## src/rtl/telem_link_pkg.sv

```systemverilog
// Shared definitions for the serial telemetry link: control characters,
// frame geometry, deframer states and the CRC-8 byte update used on both ends.
package telem_link_pkg;

  localparam logic [7:0] K_SOF             = 8'hFB;  // K27.7
  localparam logic [7:0] K_IDLE            = 8'hBC;  // K28.5
  localparam int         PKT_BYTES_DEFAULT = 11;
  localparam logic [7:0] CRC8_POLY         = 8'h07;

  typedef enum logic [1:0] {
    HUNT,
    PAYLOAD,
    CHECK
  } deframer_state_t;

  // MSB-first, non-reflected CRC-8 over one byte; init and final XOR are the caller's job.
  function automatic logic [7:0] crc8_update(input logic [7:0] crc,
                                             input logic [7:0] data,
                                             input logic [7:0] poly = CRC8_POLY);
    logic [7:0] c;
    c = crc ^ data;
    for (int i = 0; i < 8; i++) begin
      c = c[7] ? ((c << 1) ^ poly) : (c << 1);
    end
    return c;
  endfunction

endpackage

```

## src/rtl/telem_crc8.sv

```systemverilog
// Registered CRC-8 accumulator; clear wins over enable so a new frame can
// start on the same byte strobe that would otherwise update the running value.
module telem_crc8
  import telem_link_pkg::*;
#(
  parameter logic [7:0] POLY = CRC8_POLY
) (
  input  logic       clk,
  input  logic       rst_n,
  input  logic       clear,
  input  logic       enable,
  input  logic [7:0] data,
  output logic [7:0] crc
);

  // NOTE: state registers use non-blocking assignments so every flop samples pre-edge values.
  always_ff @(posedge clk or negedge rst_n) begin
    if (!rst_n) begin
      crc <= 8'h00;
    end else if (clear) begin
      crc <= 8'h00;
    end else if (enable) begin
      crc <= crc8_update(crc, data, POLY);
    end
  end

endmodule

```

## src/rtl/telem_rx_deframer.sv

```systemverilog
// Receive deframer: hunts for SOF, assembles PKT_BYTES payload bytes, checks
// the trailing CRC-8 and publishes good packets with statistics counters.
module telem_rx_deframer
  import telem_link_pkg::*;
#(
  parameter int         PKT_BYTES = PKT_BYTES_DEFAULT,
  parameter logic [7:0] SOF_CHAR  = K_SOF,
  parameter logic [7:0] IDLE_CHAR = K_IDLE,
  parameter logic [7:0] CRC_POLY  = CRC8_POLY,
  parameter int         CNT_W     = 16
) (
  input  logic                   clk,
  input  logic                   rst_n,
  input  logic [7:0]             rx_data,
  input  logic                   rx_isk,
  input  logic                   rx_valid,
  input  logic                   rx_aligned,
  output logic [8*PKT_BYTES-1:0] packet,
  output logic                   packet_valid,
  output logic                   crc_err,
  output logic                   frame_err,
  output logic [CNT_W-1:0]       pkt_count,
  output logic [CNT_W-1:0]       err_count
);

  localparam int PW    = 8 * PKT_BYTES;
  localparam int IDX_W = $clog2(PKT_BYTES);
  localparam logic [IDX_W-1:0] LAST_IDX = IDX_W'(PKT_BYTES - 1);

  if (SOF_CHAR == IDLE_CHAR) begin : g_char_check
    $error("SOF_CHAR and IDLE_CHAR must be distinct K characters");
  end

  deframer_state_t  state, state_n;
  logic [IDX_W-1:0] idx;
  logic [PW-1:0]    asm_q;
  logic [7:0]       crc;
  logic             frame_ended;

  logic is_sof;
  logic idx_clr, idx_inc, shift_en, crc_clr, crc_en;
  logic pkt_load, crc_bad, frm_bad, ended_set, ended_clr;

  assign is_sof = rx_isk && (rx_data == SOF_CHAR);

  telem_crc8 #(.POLY(CRC_POLY)) u_crc (
    .clk    (clk),
    .rst_n  (rst_n),
    .clear  (crc_clr),
    .enable (crc_en),
    .data   (rx_data),
    .crc    (crc)
  );

  // NOTE: every always_comb output gets a default first, so no path can infer a latch.
  always_comb begin
    state_n   = state;
    idx_clr   = 1'b0;
    idx_inc   = 1'b0;
    shift_en  = 1'b0;
    crc_clr   = 1'b0;
    crc_en    = 1'b0;
    pkt_load  = 1'b0;
    crc_bad   = 1'b0;
    frm_bad   = 1'b0;
    ended_set = 1'b0;
    ended_clr = 1'b0;

    if (!rx_aligned) begin
      // Lost lock: drop any partial frame without blaming the link for stray bytes.
      state_n   = HUNT;
      ended_clr = 1'b1;
    end else if (rx_valid) begin
      unique case (state)
        HUNT: begin
          if (is_sof) begin
            state_n   = PAYLOAD;
            idx_clr   = 1'b1;
            crc_clr   = 1'b1;
            ended_clr = 1'b1;
          end else if (!rx_isk && frame_ended) begin
            frm_bad = 1'b1;
          end
        end
        PAYLOAD, CHECK: begin
          if (rx_isk) begin
            frm_bad = 1'b1;
            if (is_sof) begin
              state_n   = PAYLOAD;
              idx_clr   = 1'b1;
              crc_clr   = 1'b1;
              ended_clr = 1'b1;
            end else begin
              state_n   = HUNT;
              ended_set = 1'b1;
            end
          end else if (state == PAYLOAD) begin
            shift_en = 1'b1;
            crc_en   = 1'b1;
            if (idx == LAST_IDX) state_n = CHECK;
            else                 idx_inc = 1'b1;
          end else begin
            pkt_load  = (rx_data == crc);
            crc_bad   = (rx_data != crc);
            state_n   = HUNT;
            ended_set = 1'b1;
          end
        end
        default: state_n = HUNT;
      endcase
    end
  end

  always_ff @(posedge clk or negedge rst_n) begin
    if (!rst_n) begin
      state        <= HUNT;
      idx          <= '0;
      asm_q        <= '0;
      frame_ended  <= 1'b0;
      packet       <= '0;
      packet_valid <= 1'b0;
      crc_err      <= 1'b0;
      frame_err    <= 1'b0;
      pkt_count    <= '0;
      err_count    <= '0;
    end else begin
      state        <= state_n;
      packet_valid <= pkt_load;
      crc_err      <= crc_bad;
      frame_err    <= frm_bad;

      if (idx_clr)      idx <= '0;
      else if (idx_inc) idx <= idx + 1'b1;

      // First byte received ends up in the MSBs after PKT_BYTES shifts.
      if (shift_en) asm_q <= {asm_q[PW-9:0], rx_data};

      if (ended_clr)      frame_ended <= 1'b0;
      else if (ended_set) frame_ended <= 1'b1;

      if (pkt_load) packet <= asm_q;

      if (pkt_load && pkt_count != '1)              pkt_count <= pkt_count + 1'b1;
      if ((crc_bad || frm_bad) && err_count != '1)  err_count <= err_count + 1'b1;
    end
  end

endmodule

```

## config.mk

```make
export PLATFORM = sky130hd
export DESIGN_NAME = telem_rx_deframer
export DESIGN_NICKNAME = d
export VERILOG_FILES = /design/src/rtl/telem_link_pkg.sv /design/src/rtl/telem_crc8.sv /design/src/rtl/telem_rx_deframer.sv
export SDC_FILE = /design/constraint.sdc
export NUM_CORES = 1
export LEC_CHECK = 0
export ABC_AREA = 1
export CORE_MARGIN = 2
export CORE_UTILIZATION = 50
export DETAILED_ROUTE_END_ITERATION = 8
export GPL_ROUTABILITY_DRIVEN = 0
export PLACE_DENSITY = 0.85
export SETUP_SLACK_MARGIN = 0.3
export SLEW_MARGIN = 20
export SYNTH_ARGS = -nofsm -noshare
export SYNTH_HDL_FRONTEND = slang
export SYNTH_SLANG_ARGS = --single-unit
```

## constraint.sdc

```tcl
create_clock -name clk -period 1.8 [get_ports clk]
set_clock_uncertainty 0.2 [all_clocks]
set_input_delay 0.36 -clock clk [delete_from_list [all_inputs] [get_ports clk]]
set_output_delay 0.36 -clock clk [all_outputs]
set_load 0.05 [all_outputs]
```

Yosys cells after proc, flatten, opt, wreduce, memory -nomap -nowiden:

Index checks and enable logic that the tools add are counted.

* word-level logic and storage cells: 107
* memory bits (read-only): 0
* memory bits (writable): 0
* bits of input ports: 13
* latch bits: 0
* memories: 0
* output and inout port bits: 123
* register bits after elaboration: 226

* shifts and indexed selects: 0
* multiply operators: 0
* bitwise gates (word level): 9
* reduce and logical (&&, ||, !) cells: 12
* $add $sub $neg: 3
* mux-type cells: 61
* divide/modulo/power cells: 0
* equal/unequal tests: 11
* $lt $le $gt $ge: 0

Operators with widths (number)
* 2-to-1 mux 1 bit: 40
* adder 16 x 1 -> 16 bit (second input constant): 2
* inequality test 16 bit (second input constant): 2
* 2-to-1 mux 3 bit: 8
* NOT 3 bit: 8
* 2-to-1 mux 8 bit: 2
* 2-to-1 mux 2 bit: 6
* equality test 8 bit: 1
* equality test 8 bit (second input constant): 1
* 2-to-1 mux 4 bit: 2
* inequality test 8 bit: 1
* XOR 8 bit: 1
* nonzero test 2 bit: 3
* inequality test 5 bit (second input constant): 1
* adder 4 x 1 -> 4 bit (second input constant): 1
* equality test 4 bit (second input constant): 1
* logical AND 1 bit: 4
* one-hot mux 1 bit (2 select lines): 2
* one-hot mux 2 bit (2 select lines): 1
* inequality test 3 bit (second input constant): 1
* AND reduction 3 bit: 1
* equality test 2 x 1 -> 1 bit (second input constant): 1
* equality test 2 bit (second input constant): 1
* zero test 2 bit: 1
* other kinds (4): 4

Longest topological paths before layout:

Gate-level depths: netlist (run 1).

* depth in word-level cells: 19
* depth in mapped cells: 12
* mapped depth without buffers: 11

Hierarchy:

Synthesis (run 1) repeated with hierarchy kept, for this count alone.

* cells, all modules: 1156
* area total of the unflattened synthesis: 9940.8 µm²

Modules (own cells, without submodules)
* telem_rx_deframer: cells an instance 1054, instances 1, area an instance 9273.9 µm²
* telem_crc8: cells an instance 102, instances 1, area an instance 666.9 µm²

Worst setup path before layout (run 1):

Ideal clock, no wire load.

* kind: register -> register
* from: register err_count[0]
* to: register err_count[10]
* cell stages (with the launch flop): 8
* path slack: -398 ps
* period minus slack after synthesis: 2198 ps
* data arrival time: 1879 ps
* cell sequence: dfrtp_1 > ha_1 > nand2_1 > nor3b_2 > nand4_1 > clkbuf_1 > nand3_1 > nand2_1

* word-level cells in the longest chain between the ends: 2
* elaborated cells between the ends (all ways): 3

Ends and longest elaborated chain
* start, declared: line telem_rx_deframer.sv:23 `output logic [CNT_W-1:0] err_count`
* start signal, assigned: line telem_rx_deframer.sv:144 `if ((crc_bad || frm_bad) && err_count != '1) err_count <= err_count + 1'b1;`
* branches (longest 2 deep; another with adder 16 x 1 -> 16 bit)

Parallel ways; which one is timed is not known.
A chain may end at the register's enable or synchronous reset.

Final worst setup path (run 1):

* from: register u_crc.crc[7]
* to: register packet[42]

* word-level cells in the longest chain between the ends: 6

Ends and longest elaborated chain
* start, declared: line telem_crc8.sv:13 `output logic [7:0] crc`
* start signal, assigned: line telem_crc8.sv:23 `crc <= crc8_update(crc, data, POLY);`
* equality test 8 bit: line telem_rx_deframer.sv:103 `pkt_load = (rx_data == crc);`
* 2-to-1 mux 1 bit: line telem_rx_deframer.sv:97 `end else if (state == PAYLOAD) begin`
* 2-to-1 mux 1 bit: line telem_rx_deframer.sv:86 `if (rx_isk) begin`
* 2-to-1 mux 1 bit: line telem_rx_deframer.sv:74 `unique case (state)`
* 2-to-1 mux 1 bit: line telem_rx_deframer.sv:73 `end else if (rx_valid) begin`
* 2-to-1 mux 1 bit: line telem_rx_deframer.sv:69 `if (!rx_aligned) begin`
* end signal, assigned: line telem_rx_deframer.sv:141 `if (pkt_load) packet <= asm_q;`
* end, declared: line telem_rx_deframer.sv:18 `output logic [8*PKT_BYTES-1:0] packet,`

Every way passes these cells.

==> results of run 1 <==
==> cells by family after synthesis <==
family,after synthesis,synth area share [%]
and+or+nand+nor,639,25.82
DFF,226,57.29
AOI/OAI and AO/OA,141,7.199
buffers and inverters,116,4.892
xor gates and xnor gates,39,3.536
adders and majority gates,10,1.267
==> final cells by class <==
cell class	count	area [um2]	area share, %
well taps	265	331.6	1.885
clock inverters	12	222.7	1.266
repair buffers	336	5080	28.87
clock buffers	29	638.1	3.627
flip-flops and latches	226	5690	32.34
inverters	62	245.2	1.394
multi-input cells	830	5386	30.61
==> worst min-delay path by stage <==
stage	to	slack, ns	cells after the start
floorplan	asm_q[0]$_DFFE_PN0P_	-0.14	0
global placement	pkt_count[5]$_DFFE_PN0P_	0.06	1
detailed placement	pkt_count[9]$_DFFE_PN0P_	0.06	1
CTS	asm_q[53]$_DFFE_PN0P_	0.14	2
global route	asm_q[63]$_DFFE_PN0P_	0.15	2
finish	pkt_count[6]$_DFFE_PN0P_	0.13	2
==> through the flow <==
step                cells  area [um2]
detailed placement   1604       13490
finish               1760       17590
global route         1760       17590
floorplan            1171       10280
CTS                  1687       15390
global placement     1604       13490
==> flip-flops by register name (all words and copies together) (netlist names) <==
name,count
asm_q,88
crc_err,1
frame_err,1
packet_valid,1
idx,4
frame_ended,1
pkt_count,16
packet,88
state,2
err_count,16
u_crc.crc,8
==> timing repair <==
item / in CTS / in global routing
cloned: 14 / 13
buffers inserted: 27 / 60
endpoints found under the hold margin: 226 / 0
setup endpoints to repair: 348 / 348
resized for setup: 141 / 439
pin swaps: 27 / 67
hold buffers: 1 / 0
==> Yosys cell counts <==
master    number  area (um2)
inv_1         59       221.5
nor3b_2        1       12.51
a21oi_1       13       65.06
or2_2          2       12.51
nor2_4         2       22.52
nor2_1        55       206.5
nand2_2        1       6.260
nand2_1      517        1941
a21boi_0       1       7.510
buf_4          7       52.55
clkbuf_1      34       127.6
clkinv_1       1       3.750
nor3_2         1       10.01
nand3b_1       2       15.01
buf_1          1       3.750
buf_6          1       11.26
nand3_4        2       35.03
nand3_1       36       180.2
ha_1          10       125.1
and3_1         1       6.260
nand4_1        5       31.28
buf_2         11       55.05
dfrtp_1      226        5655
xor2_1        25       219.0
o21ai_0      111       555.5
o31ai_1        1       7.510
xnor2_2        1       16.27
xnor2_1       13       113.9
inv_2          2       7.510
o21ai_1       15       75.07
nor3_1        14       70.07
==> per-layer routing <==
layer  part of all wire, %  wire length (um)
met2                    48             22040
met3                    11              4834
met1                    33             15250
met5                     0                 0
met4                   8.5              3900
==> power by group <==
group	internal, W	switching, W
Clock	0.00339	0.00224
Combinational	0.00212	0.00270
Sequential	0.00573	0.00105
Total	0.0112	0.00600
==> run metrics, run 1 <==
status complete, but fails checks; failing checks setup timing; Worst-path clk slew about 0.080 ns; Detail Route Antenna Nets 0; Worst R2R Start u_crc.crc[7]$_DFFE_PN0P_; pre-CTS setup slack -0.7899 ns; Root Buffer clkbuf_16; critical path fanouts, max 21; Hold WS around 0.13 ns; worst setup path start u_crc.crc[7]$_DFFE_PN0P_; family with the most delay on the worst path simple AND/OR/NAND/NOR gates; die width 144.5 um; Slew @ Worst Pin 0.4346 ns; endpoints failing hold 0; remaining global-route overflow 0; Setup crit end packet[42]$_DFFE_PN0P_; R2R cell count 9; max_cap viols 0; Layout area overhead 78.23%; wire per inst 26.15 um; Leak a little over 9 nW; setup_tns -72.39 ns; DR pass1 iterations 8; met3 Use GR around 4.8%; Mapped Cells ~1200; via count between 10000 and 15000; final wirelength between 40 and 50 mm; first-pass GRT wire length 50.60 mm; Synth Net Count 1194; gr busiest metal met2; nature of the critical path endpoint flip-flop; die height 144.5 um; commonest non-fill, non-tap cell in the layout nand2_1; DP Wirelength approximately 18 mm; Critical Path Most Common Cell nand2_1; H-tree levels 1; max frequency between 0.4 and 0.5 GHz; pwr dens roughly 980 nW/um2; core area approximately 19000 um2; net count reported at finish approximately 1500; Synth Area per Inst approximately 8.4 um2; # fillers approximately 600; met1 usage a little under two fifths; fin crit period between 2 and 2.5 ns; die area between 20000 and 25000 um2; Arr. time, crit path about 2.6 ns; startpoint types flip-flop; YS warnings 0; CTS sink cnt ~230; Distinct cells, synth 31; Final Cycle Share 133.2%; worst vdd ir roughly 1 mV; Initial Utilization between 50% and 60%; drt drc 0; clk_lat worst skew 0.52 ns; FP Rows between 50 and 60; cts bufs inserted 23; FF-to-FF End packet[42]$_DFFE_PN0P_; Crit Path Class reg -> reg; antenna violations before repair 0; Layout Utilization 90.70%; vias in the first global route between 9000 and 10000; required time worst endpoint ~2 ns; largest net degree at the start of global routing 62; M2 GR Usage a little over half; stages on the worst setup path 9; CP Buf/Inv Count 2; RSZ-0062 raised after global routing true; Avg Vias per Cell 6.306; worst reg2reg setup slack -0.60 ns; Hold Crit Class in -> async; synthesized cell area roughly 9900 um2; critical path, cell by cell xnor2_2, ha_2, and3_4, nand3_4, nor2_4, buf_4, buf_12, nand2_1, nand2_1; TritonCTS clock tree yes; Critical-path top delay cell dfrtp_1; Ant. Diodes 0; Final Power about 0.017 W; delay of the slowest cell on the worst path 0.41 ns; Global Route Usage Sum 31.05%; Yosys reg bits 226; io pins around 140; fin worst setup slack -0.5974 ns; Slew Viols, Final 0; Final setup viols approximately 230; Rel. slew slack between 70% and 80%; sequential-to-total area share from yosys stat between 50% and 60%; first-iteration detailed-routing DRC count roughly 1100; number of port buffers approximately 140; commonest non-fill, non-tap cells in the layout nand2_1, dfrtp_1, buf_12, nand2_2, nand2_4; share of cells above drive strength 1 48.63%; Clock Tree Buf Depth 3
No activity file was read; power rests on OpenSTA's default activity.
==> run 2: changes to the inputs <==
CAP_MARGIN = 30   (was unset)
GPL_TIMING_DRIVEN = 0   (was unset)
==> run metrics, run 2 (same netlist as run 1, synthesis figures left out) <==
Avg Vias per Cell roughly 5.2; FP Rows slightly above 50; wire per inst roughly 16 um; Arr. time, crit path roughly 2.5 ns; CP Buf/Inv Count 3; core area a little under 20000 um2; nature of the critical path endpoint flip-flop; clock power share approximately 34%; Int Pwr about 0.01 W; die height between 100 and 150 um; Root Buffer clkbuf_16; remaining global-route overflow 0; Seq pwr share between 40% and 50%; fin crit period 2.207 ns; endpoints failing hold 73; net count reported at finish between 1000 and 1500; via count 8869; Slew Viols, Final 0; Layout area overhead 45.42%; required time worst endpoint around 2 ns; Hold Crit Class in -> async; R2R cell count 10; Sw Share between 30% and 40%; die width ~140 um; drt drc 0; antenna violations before repair 0; cts bufs inserted 23; DP Wirelength between 15 and 20 mm; failing checks hold timing, setup timing; status complete, but fails checks; Worst-path clk slew 0.06 ns; Detail Route Antenna Nets 0; vias in the first global route about 9000; commonest non-fill, non-tap cell in the layout nand2_1; Critical-path top delay cell dfrtp_1; fin worst setup slack -0.4075 ns; Initial Utilization 50.89%; FF-to-FF End packet[37]$_DFFE_PN0P_; max_cap viols 0; TritonCTS clock tree yes; worst reg2reg setup slack -0.41 ns; final wirelength ~28 mm; H-tree levels 1; startpoint types flip-flop; Final setup viols roughly 220; Slew @ Worst Pin ~0.57 ns; largest net degree at the start of global routing 92; met3 wire length approximately 1.5 mm; max frequency around 0.45 GHz; largest registers asm_q (88), packet (88); final instance area roughly 14000 um2; Clock Tree Buf Depth 3; family with the most delay on the worst path simple AND/OR/NAND/NOR gates; worst vdd ir 0.7347 mV; first-iteration detailed-routing DRC count ~530; Leak ~7.5 nW; Ant. Diodes 0; Global Route Usage Sum between 20% and 30%; routed wl met2 around 14 mm; met1 wire length 11.30 mm; critical path fanouts, max 10; number of port buffers about 140; RSZ-0062 raised after global routing true; first-pass GRT wire length 43.79 mm; Hold WS -0.3898 ns; DR pass1 iterations 5; io pins ~140; P_sw approximately 0.0045 W; Comb power frac 22.3%; clk_lat worst skew approximately 0.52 ns; pwr dens between 1000 and 1500 nW/um2; Crit Path Class reg -> reg; die area between 20000 and 25000 um2; critical path, cell by cell xnor2_2, ha_2, and3_4, nand3_4, nor2_4, buf_12, buf_12, buf_8, nand2_1, nand2_1; Post-Place Cell Area 12030 um2; Layout Utilization about three quarters; delay of the slowest cell on the worst path 0.41 ns; share of cells above drive strength 1 31.10%; Final Cycle Share 122.6%; CTS sink cnt 226; DR top layer met4; Worst R2R Start u_crc.crc[2]$_DFFE_PN0P_; commonest non-fill, non-tap cells in the layout nand2_1, dfrtp_1, buf_6, o21ai_1, nand2_2; Rel. slew slack 62.22%
-- run 2: worst reg2reg max path, cell delays in order (launching register included) --
cell and delay (ns):
dfrtp_1 0.41, xnor2_2 0.21, ha_2 0.20, and3_4 0.18
nand3_4 0.16, nor2_4 0.18, buf_12 0.17, buf_12 0.14
buf_8 0.13, nand2_1 0.09, nand2_1 0.09
-- run 2: power groups by stage --
stage	Clock (W)	Combinational (W)	Sequential, W
after floorplan	0	0.00167	0.00643
after global placement	0	0.00239	0.00637
after detailed placement	0	0.00252	0.00639
after CTS	0.00498	0.00309	0.00634
after global routing	0.00522	0.00357	0.00644
final	0.00496	0.00324	0.00636
-- run 2: area by class of cell --
| class | instances | area [um2] |
|---|---|---|
| Buffer | 54 | 689.4 |
| Timing Repair Buffer | 221 | 2406 |
| Multi-Input combinational cell | 829 | 4227 |
| Tap cell | 265 | 331.6 |
| Sequential cell | 226 | 5677 |
| Clock inverter | 8 | 98.84 |
| Inverter | 62 | 240.2 |
| Clock buffer | 34 | 686.9 |
| Fill cell | 1324 | 5042 |
-- run 2: routing by layer --
layer  track usage (%)  up-vias
li1                  -     4171
met1             33.41     4336
met3             4.305       73
met2             46.12      289
met5                 0        -
met4             10.22        0
-- run 2: worst max path at each step --
stage / start / to / slack (ns) / cells after the start
floorplan: err_count[1]$_DFFE_PN0P_ / err_count[12]$_DFFE_PN0P_ / -0.12 / 7
global placement: rst_n / err_count[9]$_DFFE_PN0P_ / -9.87 / 1
detailed placement: rx_data[2] / packet[37]$_DFFE_PN0P_ / -1.21 / 10
CTS: u_crc.crc[2]$_DFFE_PN0P_ / pkt_count[10]$_DFFE_PN0P_ / -0.38 / 11
global route: u_crc.crc[2]$_DFFE_PN0P_ / pkt_count[10]$_DFFE_PN0P_ / -0.49 / 11
finish: u_crc.crc[2]$_DFFE_PN0P_ / packet[37]$_DFFE_PN0P_ / -0.41 / 10
-- run 2: through the flow --
step / setup TNS [ns] / setup slack [ns] / hold WS [ns] / total power (W) / instances
6_report: -55.88 / -0.4075 / -0.3898 / 0.01456 / 1699
5_1_grt: -74.23 / -0.4896 / -0.3659 / 0.01523 / 1699
4_1_cts: -50.58 / -0.3823 / -0.3782 / 0.01440 / 1691
3_5_place_dp: -164.60 / -1.214 / 0.1609 / 0.008906 / 1573
3_3_place_gp: -2210.66 / -9.874 / 0.2588 / 0.008759 / 1571
2_1_floorplan: -8.020 / -0.1198 / -0.1356 / 0.008103 / 1171
-- run 2: what timing repair did --
action	CTS	global route
buffers inserted	64	6
gates resized for setup	1045	51
endpoints found under the hold margin	73	73
pin swaps	19	12
endpoints found under the setup margin	348	349
gates cloned	12	2
==> run 3: changes to the inputs <==
MAX_ROUTING_LAYER = met4   (was unset)
SLEW_MARGIN = unset   (was 20)
==> run metrics, run 3 (same netlist as run 1, synthesis figures left out) <==
status complete, but fails checks; failing checks hold timing, setup timing; required time worst endpoint ~2 ns; Ant. Diodes 0; die area around 21000 um2; worst reg2reg setup slack -0.55 ns; Hold Crit Class in -> async; Slew Viols, Final 0; endpoints failing hold between 100 and 150; die height roughly 140 um; FF+latch area approximately 5700 um2; via count between 9000 and 10000; Worst-path clk slew 0.07 ns; largest registers asm_q (88), packet (88); net count reported at finish approximately 1500; # fillers between 900 and 1000; pwr dens between 900 and 1000 nW/um2; max_cap viols 0; commonest non-fill, non-tap cell in the layout nand2_1; vias in the first global route 9134; critical path fanouts, max 10; first-iteration detailed-routing DRC count about 900; TritonCTS clock tree yes; io pins around 140; Crit Path Class reg -> reg; RSZ-0062 raised after global routing true; DR pass1 iterations 7; FF-to-FF End packet[28]$_DFFE_PN0P_; core area 19400 um2; Root Buffer clkbuf_16; Worst R2R Start state[1]$_DFFE_PN0P_; Hold WS -0.3053 ns; fin crit period ~2.4 ns; antenna violations before repair 0; nature of the critical path endpoint flip-flop; fin worst setup slack -0.5538 ns; final wirelength ~36 mm; max frequency around 0.42 GHz; die width approximately 140 um; area occupied by multi-input gates ~5300 um2; FP Rows between 50 and 60; remaining global-route overflow 0; largest net degree at the start of global routing between 100 and 150; final instance area 16080 um2; Clock Tree Buf Depth 3; commonest non-fill, non-tap cells in the layout nand2_1, dfrtp_1, nand2_2, buf_6, nand2_4; CTS sink cnt ~230; startpoint types flip-flop; R2R cell count 9; Initial Utilization roughly half; Leak 9.112 nW; wire per inst roughly 21 um; Layout area overhead 62.85%; Avg Vias per Cell around 5.7; Final Cycle Share 130.8%; share of cells above drive strength 1 roughly 47%; pre-CTS setup slack -1.209 ns; Arr. time, crit path 2.57 ns; Global Route Usage Sum between 20 and 30%; Rel. slew slack about two fifths; Post-Place Cell Area 12000 um2; Detail Route Antenna Nets 0; drt drc 0; worst setup path start state[1]$_DFFE_PN0P_; clk_lat worst skew approximately 0.54 ns; Final setup viols roughly 230; cts bufs inserted 24; dpl cells between 1500 and 2000; worst vdd ir ~0.95 mV; number of port buffers 135; H-tree levels 1; DP Wirelength about 17 mm; first-pass GRT wire length roughly 45 mm; post-route insts no fill 1729; Slew @ Worst Pin roughly 0.87 ns
[run 3: cell count changes in the layout (fill, tap and decap cells not counted), sizes merged]
| cell | change |
|---|---|
| clkbuf | -4 |
| clkinv | -1 |
| inv | -1 |
| bufinv | +2 |
| buf | +33 |
| nand3 | +1 |
[run 3: per-layer routing]
layer	global-route usage, %	up-vias	wire, um
met5	-	-	0
met4	9.555	0	1935
met3	3.808	162	2457
met2	48.49	550	18170
met1	34.66	4906	13030
li1	-	4245	-
[run 3: worst max-delay path: stages, from the launching register on]
cell      delay [ns]
dfrtp_1         0.39
inv_2           0.08
ha_4            0.31
nand2_1         0.10
nor2_4          0.13
nand3_4         0.19
buf_4           0.22
clkbuf_2        0.23
o21ai_2         0.28
nand2_2         0.10
[run 3: worst max-delay path by stage]
stage	slack [ns]	depth (start not counted)	end
global placement	-9.87	1	err_count[9]$_DFFE_PN0P_
CTS	-0.34	11	pkt_count[10]$_DFFE_PN0P_
floorplan	-0.12	7	err_count[12]$_DFFE_PN0P_
detailed placement	-1.21	10	packet[37]$_DFFE_PN0P_
finish	-0.55	9	packet[28]$_DFFE_PN0P_
global route	-0.59	8	packet[1]$_DFFE_PN0P_
[run 3: what timing repair did]
| item | 4_1_cts | 5_1_grt |
|---|---|---|
| buffers inserted | 67 | 19 |
| pin swaps | 15 | 91 |
| gates cloned | 14 | 14 |
| endpoints found under the hold margin | 113 | 113 |
| endpoints found under the setup margin | 348 | 349 |
| resized for setup | 1077 | 411 |
[run 3: where the power goes]
group / switching [W] / internal [W] / leakage [nW]
combinational: 0.00224 / 0.00158 / 5.68
clock: 0.00216 / 0.00332 / 0.415
sequential: 0.00100 / 0.00573 / 3.02
[run 3: final cells by class]
type / instances / area share, %
Clock buffer: 35 / 4.436
Clock inverter: 8 / 0.9028
Tap cell: 265 / 2.062
Sequential cell: 226 / 35.32
Multi-Input combinational cell: 830 / 32.90
Inverter: 62 / 1.533
Timing Repair Buffer: 249 / 18.37
Buffer: 54 / 4.483
[run 3: per-stage QoR]
step	hold slack, ns	power [W]	setup TNS (ns)	utilization [%]
6_report	-0.3053	0.01603	-86.20	82.88
5_1_grt	-0.2290	0.01651	-100.87	82.88
4_1_cts	-0.2605	0.01473	-40.13	73.99
3_5_place_dp	0.2735	0.008894	-162.82	61.86
3_3_place_gp	0.2588	0.008759	-2210.66	61.69
2_1_floorplan	-0.1356	0.008103	-8.020	-
